**config.mk**
```make
export PLATFORM = sky130hd
export DESIGN_NAME = uart_frame_loader
export DESIGN_NICKNAME = d
export VERILOG_FILES = /design/src/rtl/uart_frame_loader.sv
export SDC_FILE = /design/constraint.sdc
export NUM_CORES = 1
export LEC_CHECK = 0
export ABC_AREA = 0
export ABC_CLOCK_PERIOD_IN_PS = 7300
export BUFFER_PORTS_ARGS = -buffer_cell sky130_fd_sc_hd__buf_4
export CAP_MARGIN = 20
export CELL_PAD_IN_SITES_DETAIL_PLACEMENT = 0
export CELL_PAD_IN_SITES_GLOBAL_PLACEMENT = 1
export CORE_AREA = 2 2 156 112
export CTS_CLUSTER_DIAMETER = 100
export CTS_CLUSTER_SIZE = 30
export DETAILED_ROUTE_END_ITERATION = 7
export DIE_AREA = 0 0 158 114
export PLACE_DENSITY = 0.82
export SETUP_SLACK_MARGIN = 0.05
export SYNTH_ARGS = -nofsm -noshare
export SYNTH_HDL_FRONTEND = slang
export SYNTH_SLANG_ARGS = --single-unit
```
**constraint.sdc**
```tcl
create_clock -name clk -period 7.3 [get_ports clk]
set_input_delay 0 -clock clk [delete_from_list [all_inputs] [get_ports clk]]
set_output_delay 0 -clock clk [all_outputs]
set_load 0.01 [all_outputs]
```
**src/rtl/uart_frame_loader.sv**
```systemverilog
// rtl/uart_frame_loader.sv - UART byte stream to image memory frame loader
//
// Parses a frame (MAGIC, width, height, width*height pixels) arriving as one
// byte per rising edge of rx_ready. Pixels are written row-major from
// address 0. The finished frame is held until frame_ack. Zero-dimension,
// oversize and stalled frames are reported through err/err_code.
//
// Optional feature macro: LOADER_CHECKSUM_EN
//   When defined, a trailing checksum byte (XOR of width, height and all
//   pixels) is expected after the last pixel. A mismatch reports code 11.
//
// Ports:
//   clk, rst            clock, synchronous active-high reset
//   rx_data, rx_ready   receiver byte and ready level
//   mem_addr/wdata/we   pixel write port, one cycle after the byte strobe
//   img_width/height    header dimensions, held until the next header
//   frame_valid         complete frame in memory, held until frame_ack
//   frame_ack           encoder has consumed the frame
//   busy                frame in progress
//   err, err_code       one-cycle error pulse and cause of the last error

module uart_frame_loader #(
  parameter int          ADDR_W      = 12,
  parameter logic [7:0]  MAGIC       = 8'hA5,
  parameter int unsigned TIMEOUT_CYC = 100000
) (
  input  logic              clk,
  input  logic              rst,
  input  logic [7:0]        rx_data,
  input  logic              rx_ready,
  output logic [ADDR_W-1:0] mem_addr,
  output logic [7:0]        mem_wdata,
  output logic              mem_we,
  output logic [7:0]        img_width,
  output logic [7:0]        img_height,
  output logic              frame_valid,
  input  logic              frame_ack,
  output logic              busy,
  output logic              err,
  output logic [1:0]        err_code
);

  localparam int          TO_W     = (TIMEOUT_CYC < 2) ? 1 : $clog2(TIMEOUT_CYC + 1);
  localparam logic [16:0] CAPACITY = 17'd1 << ADDR_W;

  localparam logic [1:0] E_ZERO    = 2'b00;
  localparam logic [1:0] E_OVERSZ  = 2'b01;
  localparam logic [1:0] E_TIMEOUT = 2'b10;
`ifdef LOADER_CHECKSUM_EN
  localparam logic [1:0] E_CSUM    = 2'b11;
`endif

  typedef enum logic [2:0] {
    S_IDLE,
    S_WIDTH,
    S_HEIGHT,
    S_PIXELS,
    S_DONE,
    S_ERR
`ifdef LOADER_CHECKSUM_EN
    , S_CHECK
`endif
  } state_t;

  state_t state_q, state_d;

  logic              rx_ready_q;
  logic              stb;
  logic [ADDR_W-1:0] pix_cnt;
  logic [15:0]       pix_total;
  logic [15:0]       dim_prod;
  logic [TO_W-1:0]   idle_cnt;
  logic              last_pix;
  logic              expire;
  logic [1:0]        err_code_d;
`ifdef LOADER_CHECKSUM_EN
  logic [7:0]        csum;
`endif

  // rx_ready_q resets high so a ready level already present at reset
  // release is not mistaken for a new byte.
  assign stb      = rx_ready & ~rx_ready_q;
  assign dim_prod = 16'(img_width) * 16'(rx_data);
  assign last_pix = (32'(pix_cnt) == (32'(pix_total) - 32'd1));

  // idle_cnt reads k-1 in the k-th cycle after a strobe; firing two short of
  // the limit puts the err pulse exactly TIMEOUT_CYC cycles after the strobe.
  assign expire = (TIMEOUT_CYC != 0) && ((32'(idle_cnt) + 32'd2) >= TIMEOUT_CYC);

  assign frame_valid = (state_q == S_DONE);
  assign err         = (state_q == S_ERR);
`ifdef LOADER_CHECKSUM_EN
  assign busy = (state_q == S_WIDTH) || (state_q == S_HEIGHT) ||
                (state_q == S_PIXELS) || (state_q == S_CHECK);
`else
  assign busy = (state_q == S_WIDTH) || (state_q == S_HEIGHT) ||
                (state_q == S_PIXELS);
`endif

  always_ff @(posedge clk) begin
    if (rst) begin
      state_q <= S_IDLE;
    end else begin
      state_q <= state_d;
    end
  end

  // A strobe always takes priority over an expiring timeout.
  always_comb begin
    state_d    = state_q;
    err_code_d = err_code;
    unique case (state_q)
      S_IDLE: begin
        if (stb && (rx_data == MAGIC)) state_d = S_WIDTH;
      end
      S_WIDTH: begin
        if (stb) begin
          state_d = S_HEIGHT;
        end else if (expire) begin
          state_d    = S_ERR;
          err_code_d = E_TIMEOUT;
        end
      end
      S_HEIGHT: begin
        if (stb) begin
          if ((img_width == 8'd0) || (rx_data == 8'd0)) begin
            state_d    = S_ERR;
            err_code_d = E_ZERO;
          end else if ({1'b0, dim_prod} > CAPACITY) begin
            state_d    = S_ERR;
            err_code_d = E_OVERSZ;
          end else begin
            state_d = S_PIXELS;
          end
        end else if (expire) begin
          state_d    = S_ERR;
          err_code_d = E_TIMEOUT;
        end
      end
      S_PIXELS: begin
        if (stb) begin
          if (last_pix) begin
`ifdef LOADER_CHECKSUM_EN
            state_d = S_CHECK;
`else
            state_d = S_DONE;
`endif
          end
        end else if (expire) begin
          state_d    = S_ERR;
          err_code_d = E_TIMEOUT;
        end
      end
`ifdef LOADER_CHECKSUM_EN
      S_CHECK: begin
        if (stb) begin
          if (rx_data == csum) begin
            state_d = S_DONE;
          end else begin
            state_d    = S_ERR;
            err_code_d = E_CSUM;
          end
        end else if (expire) begin
          state_d    = S_ERR;
          err_code_d = E_TIMEOUT;
        end
      end
`endif
      S_DONE: begin
        if (frame_ack) state_d = S_IDLE;
      end
      S_ERR: begin
        state_d = S_IDLE;
      end
      default: begin
        state_d = S_IDLE;
      end
    endcase
  end

  always_ff @(posedge clk) begin
    if (rst) begin
      rx_ready_q <= 1'b1;
      mem_addr   <= '0;
      mem_wdata  <= '0;
      mem_we     <= 1'b0;
      img_width  <= '0;
      img_height <= '0;
      err_code   <= '0;
      pix_cnt    <= '0;
      pix_total  <= '0;
      idle_cnt   <= '0;
`ifdef LOADER_CHECKSUM_EN
      csum       <= '0;
`endif
    end else begin
      rx_ready_q <= rx_ready;
      err_code   <= err_code_d;
      mem_we     <= 1'b0;

      if (stb) begin
        idle_cnt <= '0;
      end else if (busy && (TIMEOUT_CYC != 0)) begin
        idle_cnt <= idle_cnt + TO_W'(1);
      end

      if (stb) begin
        unique case (state_q)
          S_IDLE: begin
`ifdef LOADER_CHECKSUM_EN
            if (rx_data == MAGIC) csum <= '0;
`endif
          end
          S_WIDTH: begin
            img_width <= rx_data;
`ifdef LOADER_CHECKSUM_EN
            csum <= csum ^ rx_data;
`endif
          end
          S_HEIGHT: begin
            img_height <= rx_data;
            pix_total  <= dim_prod;
            pix_cnt    <= '0;
`ifdef LOADER_CHECKSUM_EN
            csum <= csum ^ rx_data;
`endif
          end
          S_PIXELS: begin
            mem_we    <= 1'b1;
            mem_addr  <= pix_cnt;
            mem_wdata <= rx_data;
            // Holding on the last pixel keeps a full-capacity frame from wrapping.
            if (!last_pix) pix_cnt <= pix_cnt + ADDR_W'(1);
`ifdef LOADER_CHECKSUM_EN
            csum <= csum ^ rx_data;
`endif
          end
          default: begin
          end
        endcase
      end
    end
  end

endmodule

```
Word-level counts from Yosys, hierarchy flattened. Index checks and enable logic that the tools add are counted. W data, S select, Z words.

Add/subtract/negate cells: 4. Multipliers: 1. Div/mod/pow operators: 0. $lt $le $gt $ge: 2. Equality and inequality tests: 13. Shifts and indexed selects: 0. Muxes and demuxes: 19. Bitwise gates (word level): 3. Reduce and logical (&&, ||, !) cells: 18.

Operators with widths (count): $eq A12 B32 Y1 (1); $mux W3 (9); $pmux W12 S2 (1); $add A17 B2 Y18 const B (1); $ge A18 B17 Y1 const B (1); $add A17 B1 Y17 const B (1); $sub A16 B1 Y17 const B (1); $gt A16 B13 Y1 const B (1); $logic_not A8 Y1 (2); $mul A8 B8 Y16 (1); $pmux W3 S5 (1); $add A12 B1 Y12 const B (1); $mux W12 (1); $mux W2 (5); $reduce_and A3 Y1 (3); $eq A8 B8 Y1 const B (1); $eq A3 B2 Y1 const B (2); $eq A3 B3 Y1 const B (2); $ne A2 B2 Y1 const B (3); $reduce_and A2 Y1 (3); $reduce_or A2 Y1 (3); $ne A4 B2 Y1 const B (1); $pmux W2 S2 (1); $reduce_bool A2 Y1 (2); other kinds (9) (12).

Register bits: 88. Bits in latches: 0. RAM bits: 0. Bits in read-only memories: 0. Input bits: 12. Output and inout port bits: 42. Logic and storage cells: 71. Memories kept: 0.

Longest topological paths before layout. Gate-level depths: netlist of the first run.

Depth in word-level cells: 6. Depth in mapped cells: 19. Depth with buffers taken out: 18.

Least setup slack after synthesis of the first run. OpenSTA, ideal clock, no wires.

Kind: reg2reg. Start point: register img_width[0]. End point: register err_code[0]. Library setup time: 0.117 ns. Data arrival time: 5.237 ns. Data required time: 7.183 ns. Setup slack: 1.946 ns. Stages on the path, launching flop included: 19. Path buffers: 1. Period minus slack after synthesis: 5.354 ns. Cell sequence: dfxtp_1 > clkbuf_1 > nand2_1 > fa_1 > fa_1 > inv_1 > fa_1 > inv_1 > fa_1 > inv_1 > ha_1 > o211ai_1 > o21ai_0 > nand2_1 > o21ai_0 > mux2_2 > or4_4 > o31a_1 > a32o_1.

Cells in the longest elaborated chain, start to end: 5. Elaborated cells on any way between the ends: 9. Those cells by class: 1 x mul; 1 x order compare; 1 x eq/ne; 3 x mux; 3 x reduce/logical.

RTL lines: start: declaration (RTL line 34) `output logic [7:0] img_width,`; start signal: assignment (RTL line 215) `img_width <= rx_data;`; parallel branches: the longest is 5 deep, another holds $mul A8 B8 Y16; end signal: assignment (RTL line 198) `err_code <= err_code_d;`; end: declaration (RTL line 40) `output logic [1:0] err_code`.

Several ways; the timed one is not identified. A chain may end at the register's enable or synchronous reset.

Final worst setup path of the first run. Ends and elaborated chain as after synthesis.

==> key figures, run 1 <==
Global routing
  • Antenna violations before repair: 0
  • GRT Total Usage: 19.47%
  • Grt total ovfl: 0
  • Largest net degree at the start of global routing: 62
  • First-pass GRT wire length: 28040 µm
  • Number of global-route vias before repair: 5448

Critical path
  • Worst r2r dst: err_code[0]
  • R2R setup slack: 1.61 ns
  • Number of cells on the worst reg-to-reg path: 17
  • Critical Path Sink Type: register
  • CP Launch Type: register
  • Max FO, Critical Path: 12
  • Req. time, crit path: 7.55 ns
  • CP startpoint: img_width[0]
  • Setup CP Type: register to register
  • Reg-to-reg startpoint: img_width[0]
  • Arrival time of the worst setup path: 5.94 ns

Power and ir drop
  • Leakage: 3.207 nW
  • Sw Ratio: 24.40%
  • Seq pwr share: 47.8%
  • Internal: 0.0007591 W
  • Psw: 0.0002450 W
  • Clk pwr share: 49.0%
  • Pwr Density: 134.4 mW/mm²
  • Gate power share: 3.2%
  • Max VDD drop: 113.7 µV

Synth
  • Largest area contributor in the synthesized netlist: dfxtp_1
  • Synth top area share: 26.97%
  • Top FF cell, synth: dfxtp_1
  • Library cells used by synthesis: 65
  • Syn Area/Cell: 8.025 µm²
  • Post-synth EDFFs: 0
  • Synth warn: 0
  • Syn_nets: 903
  • Ys async rst share: 0%
  • Post-Synthesis Cells: 814
  • Netlist Area Pre-Place: 0.006533 mm²
  • Number of synthesized register bits: 88
  • Largest cells by area after synthesis: dfxtp_1, fa_1, ha_1
  • Post-synthesis sequential area ratio: 26.97%

Hold path
  • Hold path depth: 2
  • Hold EP: img_width[7]
  • Hold WC Path Type: primary input to register
  • Worst Hold Launch: rst

Finish
  • Share of cells above drive strength 1: 9.977%
  • P&R area growth vs syn: 14.35%
  • Nets: 936
  • Diodes inserted: 0
  • Final core utilization: 44.69%

Routing
  • Routed len/inst: 15.35 µm
  • Drt total wl: 16620 µm
  • Post-route ant nets: 0
  • Initial DRC Count: 363
  • Drt first pass iters: 5
  • Routed vias/inst: 5.270
  • Routed vias: 5707
  • Drt drc: 0

Floorplan
  • # IOs: 54
  • Die area: 0.01801 mm²
  • DIE HEIGHT: 114 µm
  • Core Area: 0.01672 mm²
  • Row cnt: 40
  • Die width: 158 µm
  • Starting Density: 39.08%

Clock tree
  • Setup Buffers After CTS: 0
  • CTS tree: yes
  • Clk sinks: 88
  • Inserted Clock Buffers: 9
  • H-tree levels: 3
  • # hold bufs at CTS: 10
  • Clock buffer depth: 2
  • CTS root buf: clkbuf_16
  • Clk slew on worst S/H paths: 0.07 ns
  • Clock latency at the later pin of the worst-skew pair: 0.36 ns
  • Post-CTS Resized: 0

Timing
  • Setup Skew: 0.005812 ns
  • Worst-Margin Slew: 1.018 ns
  • Max-slew violation count: 0
  • Total negative slack: 0 ns
  • Max frequency: 0.1758 GHz
  • Unrepaired setup endpoints after global routing: false
  • Fin. Hold Viols: 0
  • Period utilization: 77.94%
  • Final setup viols: 0
  • Final min period: 5.690 ns
  • Hold_ws: 0.1646 ns
  • Max transition margin: 31.94%

Status
  • Status: finished clean

Run
  • Max-cap viol count: 0

Placement
  • Post-DP HPWL: 12100 µm
  • Gpl congestion: 0.8824
  • Port Buf Inserts: 53
[critical path: stages (launching register included)]
cell      delay, ns
dfxtp_1        0.57
nand2_1        0.15
fa_1           0.52
fa_1           0.55
inv_1          0.06
fa_1           0.53
inv_1          0.05
fa_1           0.52
inv_1          0.04
ha_1           0.36
o211ai_1       0.19
o21ai_0        0.32
nand2_1        0.12
o21ai_0        0.31
mux2_2         0.37
or4_4          0.44
o31a_1         0.28
a32o_1         0.20
[per-stage QoR]
step	total power, W	instance area [µm²]	instances	setup WS [ns]
after floorplan	0.0005050	6533	814	1.946
after global placement	0.0005181	7064	1057	1.861
after detailed placement	0.0005181	7064	1057	1.642
after CTS	0.001016	7470	1083	1.636
after global routing	0.001038	7470	1083	1.213
final	0.001004	7470	1083	1.610
[routing by layer]
layer | track usage (%) | vias up | wire [µm]
li1 | - | 2838 | -
met1 | 29.73 | 2721 | 8857
met2 | 28.06 | 136 | 6801
met3 | 4.179 | 12 | 810
met4 | 4.084 | 0 | 150
met5 | 0 | - | 0
[cell type report]
type                    count  area [µm²]
well taps                 231       289.0
multi-input cells         625        4383
inverters                  58       217.7
flip-flops and latches     88        1762
fillers                  1722        9246
clock buffers               9       225.2
clock inverters             7       80.08
repair buffers             65       513.0
[sequential cells by signal, summed over array words and instances, names as in the netlist, 2 cells and up]
name / flops
img_width: 8
img_height: 8
pix_cnt: 12
mem_wdata: 8
idle_cnt: 17
mem_addr: 12
state_q: 3
err_code: 2
pix_total: 16
[cells in the mapped netlist, drive strengths merged, types with 3 or more instances]
cell type	number
nor2	53
a21boi	4
a211oi	8
nand2	121
nor2b	3
xnor2	20
clkbuf	39
and4	4
nor3	14
fa	36
nand4	10
dfxtp	88
and3	10
o21ai	30
o21a	4
o211ai	6
mux2i	8
xor2	20
nand2b	5
or2	5
or3	12
a2111oi	4
and2	59
or4	5
nand3b	4
buf	4
ha	41
o31ai	4
inv	57
nor4	10
nand3	24
a21oi	68
[power groups by stage]
stage	sequential, W	combinational [W]	clock (W)
after CTS	0.000480	0.0000311	0.000505
after global routing	0.000480	0.0000336	0.000524
after floorplan	0.000491	0.0000138	0
after detailed placement	0.000491	0.0000269	0
after global placement	0.000491	0.0000269	0
final	0.000480	0.0000318	0.000492
[layout by cell type (no fill, tap or decap), types with 5 or more instances in the layout]
cell type	instances
a211oi_1	7
a21oi_1	68
and2_1	59
and3_1	10
buf_4	55
clkbuf_16	9
dfxtp_1	88
dlygate4sd3_1	10
fa_1	36
ha_1	41
inv_1	57
mux2i_1	8
nand2_1	121
nand2b_1	5
nand3_1	24
nand4_1	10
nor2_1	52
nor3_1	14
nor4_1	9
o211ai_1	6
o21ai_0	30
or3_1	12
xnor2_1	20
xor2_1	20
[worst max-delay path by stage]
stage	cells after the start	endpoint
detailed placement	17	err_code[0]
floorplan	18	err_code[0]
global placement	17	err_code[0]
global route	17	err_code[1]
finish	17	err_code[0]
CTS	17	err_code[0]
[logic make-up after synthesis]
family          share of synthesized area [%]
simple gates                            26.91
compound gates                          14.33
buf+inv                                 5.976
flops                                   26.97
fa+ha+maj                               18.89
xor+xnor                                5.363
mux                                     1.571
Note: power is estimated with default switching activity, not from simulation.
==> run 2, diff against run 1 <==
--- a/config.mk
+++ b/config.mk
@@ -6,7 +6,7 @@
 export NUM_CORES = 1
 export LEC_CHECK = 0
 export ABC_AREA = 0
-export ABC_CLOCK_PERIOD_IN_PS = 7300
+export ABC_CLOCK_PERIOD_IN_PS = 4650
 export BUFFER_PORTS_ARGS = -buffer_cell sky130_fd_sc_hd__buf_4
 export CAP_MARGIN = 20
 export CELL_PAD_IN_SITES_DETAIL_PLACEMENT = 0
@@ -16,7 +16,7 @@
 export CTS_CLUSTER_SIZE = 30
 export DETAILED_ROUTE_END_ITERATION = 7
 export DIE_AREA = 0 0 158 114
-export PLACE_DENSITY = 0.82
+export PLACE_DENSITY = 0.85
 export SETUP_SLACK_MARGIN = 0.05
 export SYNTH_ARGS = -nofsm -noshare
 export SYNTH_HDL_FRONTEND = slang
==> constraint.sdc (replaced) <==
create_clock -name clk -period 4.65 [get_ports clk]
set_input_delay 0 -clock clk [delete_from_list [all_inputs] [get_ports clk]]
set_output_delay 0 -clock clk [all_outputs]
set_load 0.01 [all_outputs]
==> run 2 against run 1 <==
  * The flow now finishes with violations (negative setup slack)
  * Hold slack got worse by 0.15 ns
  * Count of clock-buffer cells in the layout unchanged
  * Flip-flop and latch count unchanged
  * Core utilization increased by 4.7 points
  * Via count increased by 4.6%
  * Power increased by 52%
  * First-iteration DRC count increased by 32%
  * Fmax increased by 14%
  * Routed wire length increased by 0.62%
  * Cell count increased by 7.5%
  * Clock power increased by 45%
  * Critical endpoint is now err_code[1]
==> key figures, run 2 (same netlist as run 1, synthesis figures left out) <==
Status
  • Status: finished with violations
  • Violated checks: negative setup slack

Power and ir drop
  • Psw: 0.0003806 W (+55%)
  • Max VDD drop: 154.2 µV (+36%)
  • Internal: 0.001141 W (+50%)
  • Gate power share: 3.7% (+0.5 points)
  • Pwr Density: 184.2 mW/mm² (+37%)
  • Sw Ratio: 25.01% (+0.61 points)
  • Clk pwr share: 46.9% (-2.1 points)
  • Seq pwr share: 49.4% (+1.6 points)
  • Leakage: 3.634 nW (+13%)

Floorplan
  • Die area: 0.01801 mm² (unchanged)
  • Core Area: 0.01672 mm² (unchanged)
  • DIE HEIGHT: 114 µm (unchanged)
  • Row cnt: 40 (unchanged)
  • Starting Density: 39.08% (unchanged)
  • Die width: 158 µm (unchanged)
  • # IOs: 54 (unchanged)

Clock tree
  • Clock buffer depth: 2 (unchanged)
  • Inserted Clock Buffers: 9 (unchanged)
  • CTS root buf: clkbuf_16
  • CTS tree: yes
  • H-tree levels: 3 (unchanged)
  • Clk slew on worst S/H paths: 0.07 ns (about the same)
  • Clock latency at the later pin of the worst-skew pair: 0.35 ns (about the same)
  • Clk sinks: 88 (unchanged)

Routing
  • Routed vias: 5967 (+4.6%)
  • Drt drc: 0 (unchanged)
  • Initial DRC Count: 479 (+32%)
  • Routed len/inst: 14.37 µm (-6.4%)
  • Drt first pass iters: 5 (unchanged)
  • Routed vias/inst: 5.126 (-2.7%)
  • Post-route ant nets: 0 (unchanged)
  • Drt total wl: 16720 µm (+0.62%)

Global routing
  • Grt total ovfl: 0 (unchanged)
  • Antenna violations before repair: 0 (unchanged)
  • GRT Total Usage: 19.01% (-0.46 points)
  • First-pass GRT wire length: 27570 µm (-1.7%)
  • Largest net degree at the start of global routing: 62 (unchanged)
  • Number of global-route vias before repair: 5535 (+1.6%)

Placement
  • Gpl congestion: 0.8638 (-2.1%)
  • Post-DP HPWL: 12270 µm (+1.4%)
  • Port Buf Inserts: 53 (unchanged)
  • Placed cell areas: 0.007681 mm² (+8.7%)

Finish
  • Area used by multi-input combinational logic: 0.004562 mm² (+4.1%)
  • Max reg flops: 17 (unchanged)
  • Register Area: 0.001780 mm² (+1.1%)
  • Largest registers: idle_cnt (17), pix_total (16)
  • Biggest register: idle_cnt
  • Diodes inserted: 0 (unchanged)
  • P&R area growth vs syn: 26.47%
  • Nets: 1017 (+8.7%)
  • Share of cells above drive strength 1: 22.83% (+13 points)
  • Final instance area: 0.008262 mm² (+11%)
  • Commonest non-fill, non-tap cells in the layout: buf_4, nand2_1, dfxtp_1
  • Most common cell after layout, fill and taps aside: buf_4
  • Filler cell count: 1602 (-7.0%)

Timing
  • Final setup viols: 4 (+4)
  • Unrepaired setup endpoints after global routing: true
  • Worst-Margin Slew: 0.8823 ns (-0.1357 ns)
  • Fin worst setup slack: -0.3336 ns (-1.944 ns)
  • Final min period: 4.984 ns (-0.7063 ns)
  • Period utilization: 107.2% (+29 points)
  • Hold_ws: 0.01037 ns (-0.1543 ns)
  • Max transition margin: 41.01% (+9.1 points)
  • Setup Skew: 0.007930 ns (+0.002118 ns)
  • Fin. Hold Viols: 0 (unchanged)
  • Max frequency: 0.2007 GHz (+14%)
  • Max-slew violation count: 0 (unchanged)

Critical path
  • Arrival time of the worst setup path: 5.19 ns (-0.75 ns)
  • Req. time, crit path: 4.85 ns (-2.70 ns)
  • CP Launch Type: register
  • Max FO, Critical Path: 8 (-4)
  • Critical Path Sink Type: register
  • Setup CP Type: register to register

Hold path
  • Hold WC Path Type: primary input to register

Run
  • Max-cap viol count: 0 (unchanged)
## run 2: cell types whose count changed in the layout (fill, tap and decap cells not counted), moves of 6 or more
cell	delta
buf_4	+81
dfxtp_1	-7
dlygate4sd3_1	-6
ha_1	-6
o21ai_0	-6
## run 2: path summary, 6_finish.rpt
| kind | from | to | slack [ns] | depth (start not counted) |
|---|---|---|---|---|
| setup / recovery | img_width[3] | err_code[1] | -0.33 | 16 |
| hold reg to reg | mem_wdata[7] | mem_wdata[7] | 0.46 | 2 |
| hold / removal | rx_data[0] | img_height[0] | 0.01 | 3 |
| setup reg to reg | img_width[3] | err_code[1] | -0.33 | 16 |
## run 2: worst max-delay path: stages, from the launching register on
cell and delay, ns:
dfxtp_4 0.38, and2_1 0.18, fa_2 0.54, fa_1 0.44
fa_1 0.49, inv_1 0.05, fa_1 0.49, inv_2 0.04
ha_4 0.16, or3_1 0.37, o32a_1 0.37, xnor2_2 0.16
a41oi_1 0.12, or4_4 0.56, buf_4 0.16, o211ai_1 0.20
a211oi_2 0.11
## run 2: stage by stage
stage,setup slack (ns),cells,setup TNS (ns),power (W),utilization (%)
3_5_place_dp,-0.4643,1129,-1.730,0.0008239,45.95
3_3_place_gp,-0.4045,1128,-1.451,0.0008241,45.86
5_1_grt,-0.5289,1164,-2.164,0.001567,49.42
2_1_floorplan,-0.2839,814,-0.6013,0.0007929,-
6_report,-0.3336,1164,-1.217,0.001522,49.42
4_1_cts,-0.2761,1161,-1.042,0.001532,49.00
## run 2: cell type report
cell class	instances	area share, %
clock inverters	7	0.6664
well taps	231	3.498
flip-flops and latches	88	21.55
inverters	58	2.635
repair buffers	146	13.71
multi-input cells	625	55.22
clock buffers	9	2.726
## run 2: per-layer routing
| metal | track usage [%] | wire (µm) | vias up |
|---|---|---|---|
| li1 | - | - | 3004 |
| met1 | 28.38 | 8487 | 2816 |
| met2 | 28.84 | 7341 | 136 |
| met3 | 3.761 | 779 | 11 |
| met4 | 3.123 | 114 | 0 |
| met5 | 0 | 0 | - |
## run 2: power groups by stage
stage	Sequential (W)	Clock, W	Combinational [W]
after floorplan	0.000771	0	0.0000218
after global placement	0.000771	0	0.0000530
after detailed placement	0.000771	0	0.0000528
after CTS	0.000751	0.000725	0.0000558
after global routing	0.000751	0.000756	0.0000606
final	0.000751	0.000714	0.0000563
## run 2: timing repair
item                       CTS  global route
hold endpoints to repair     4             0
pin swaps                   22             5
buffers inserted            12             3
hold buffers                 4             0
setup endpoints to repair    4             6
gates resized for setup     32            12
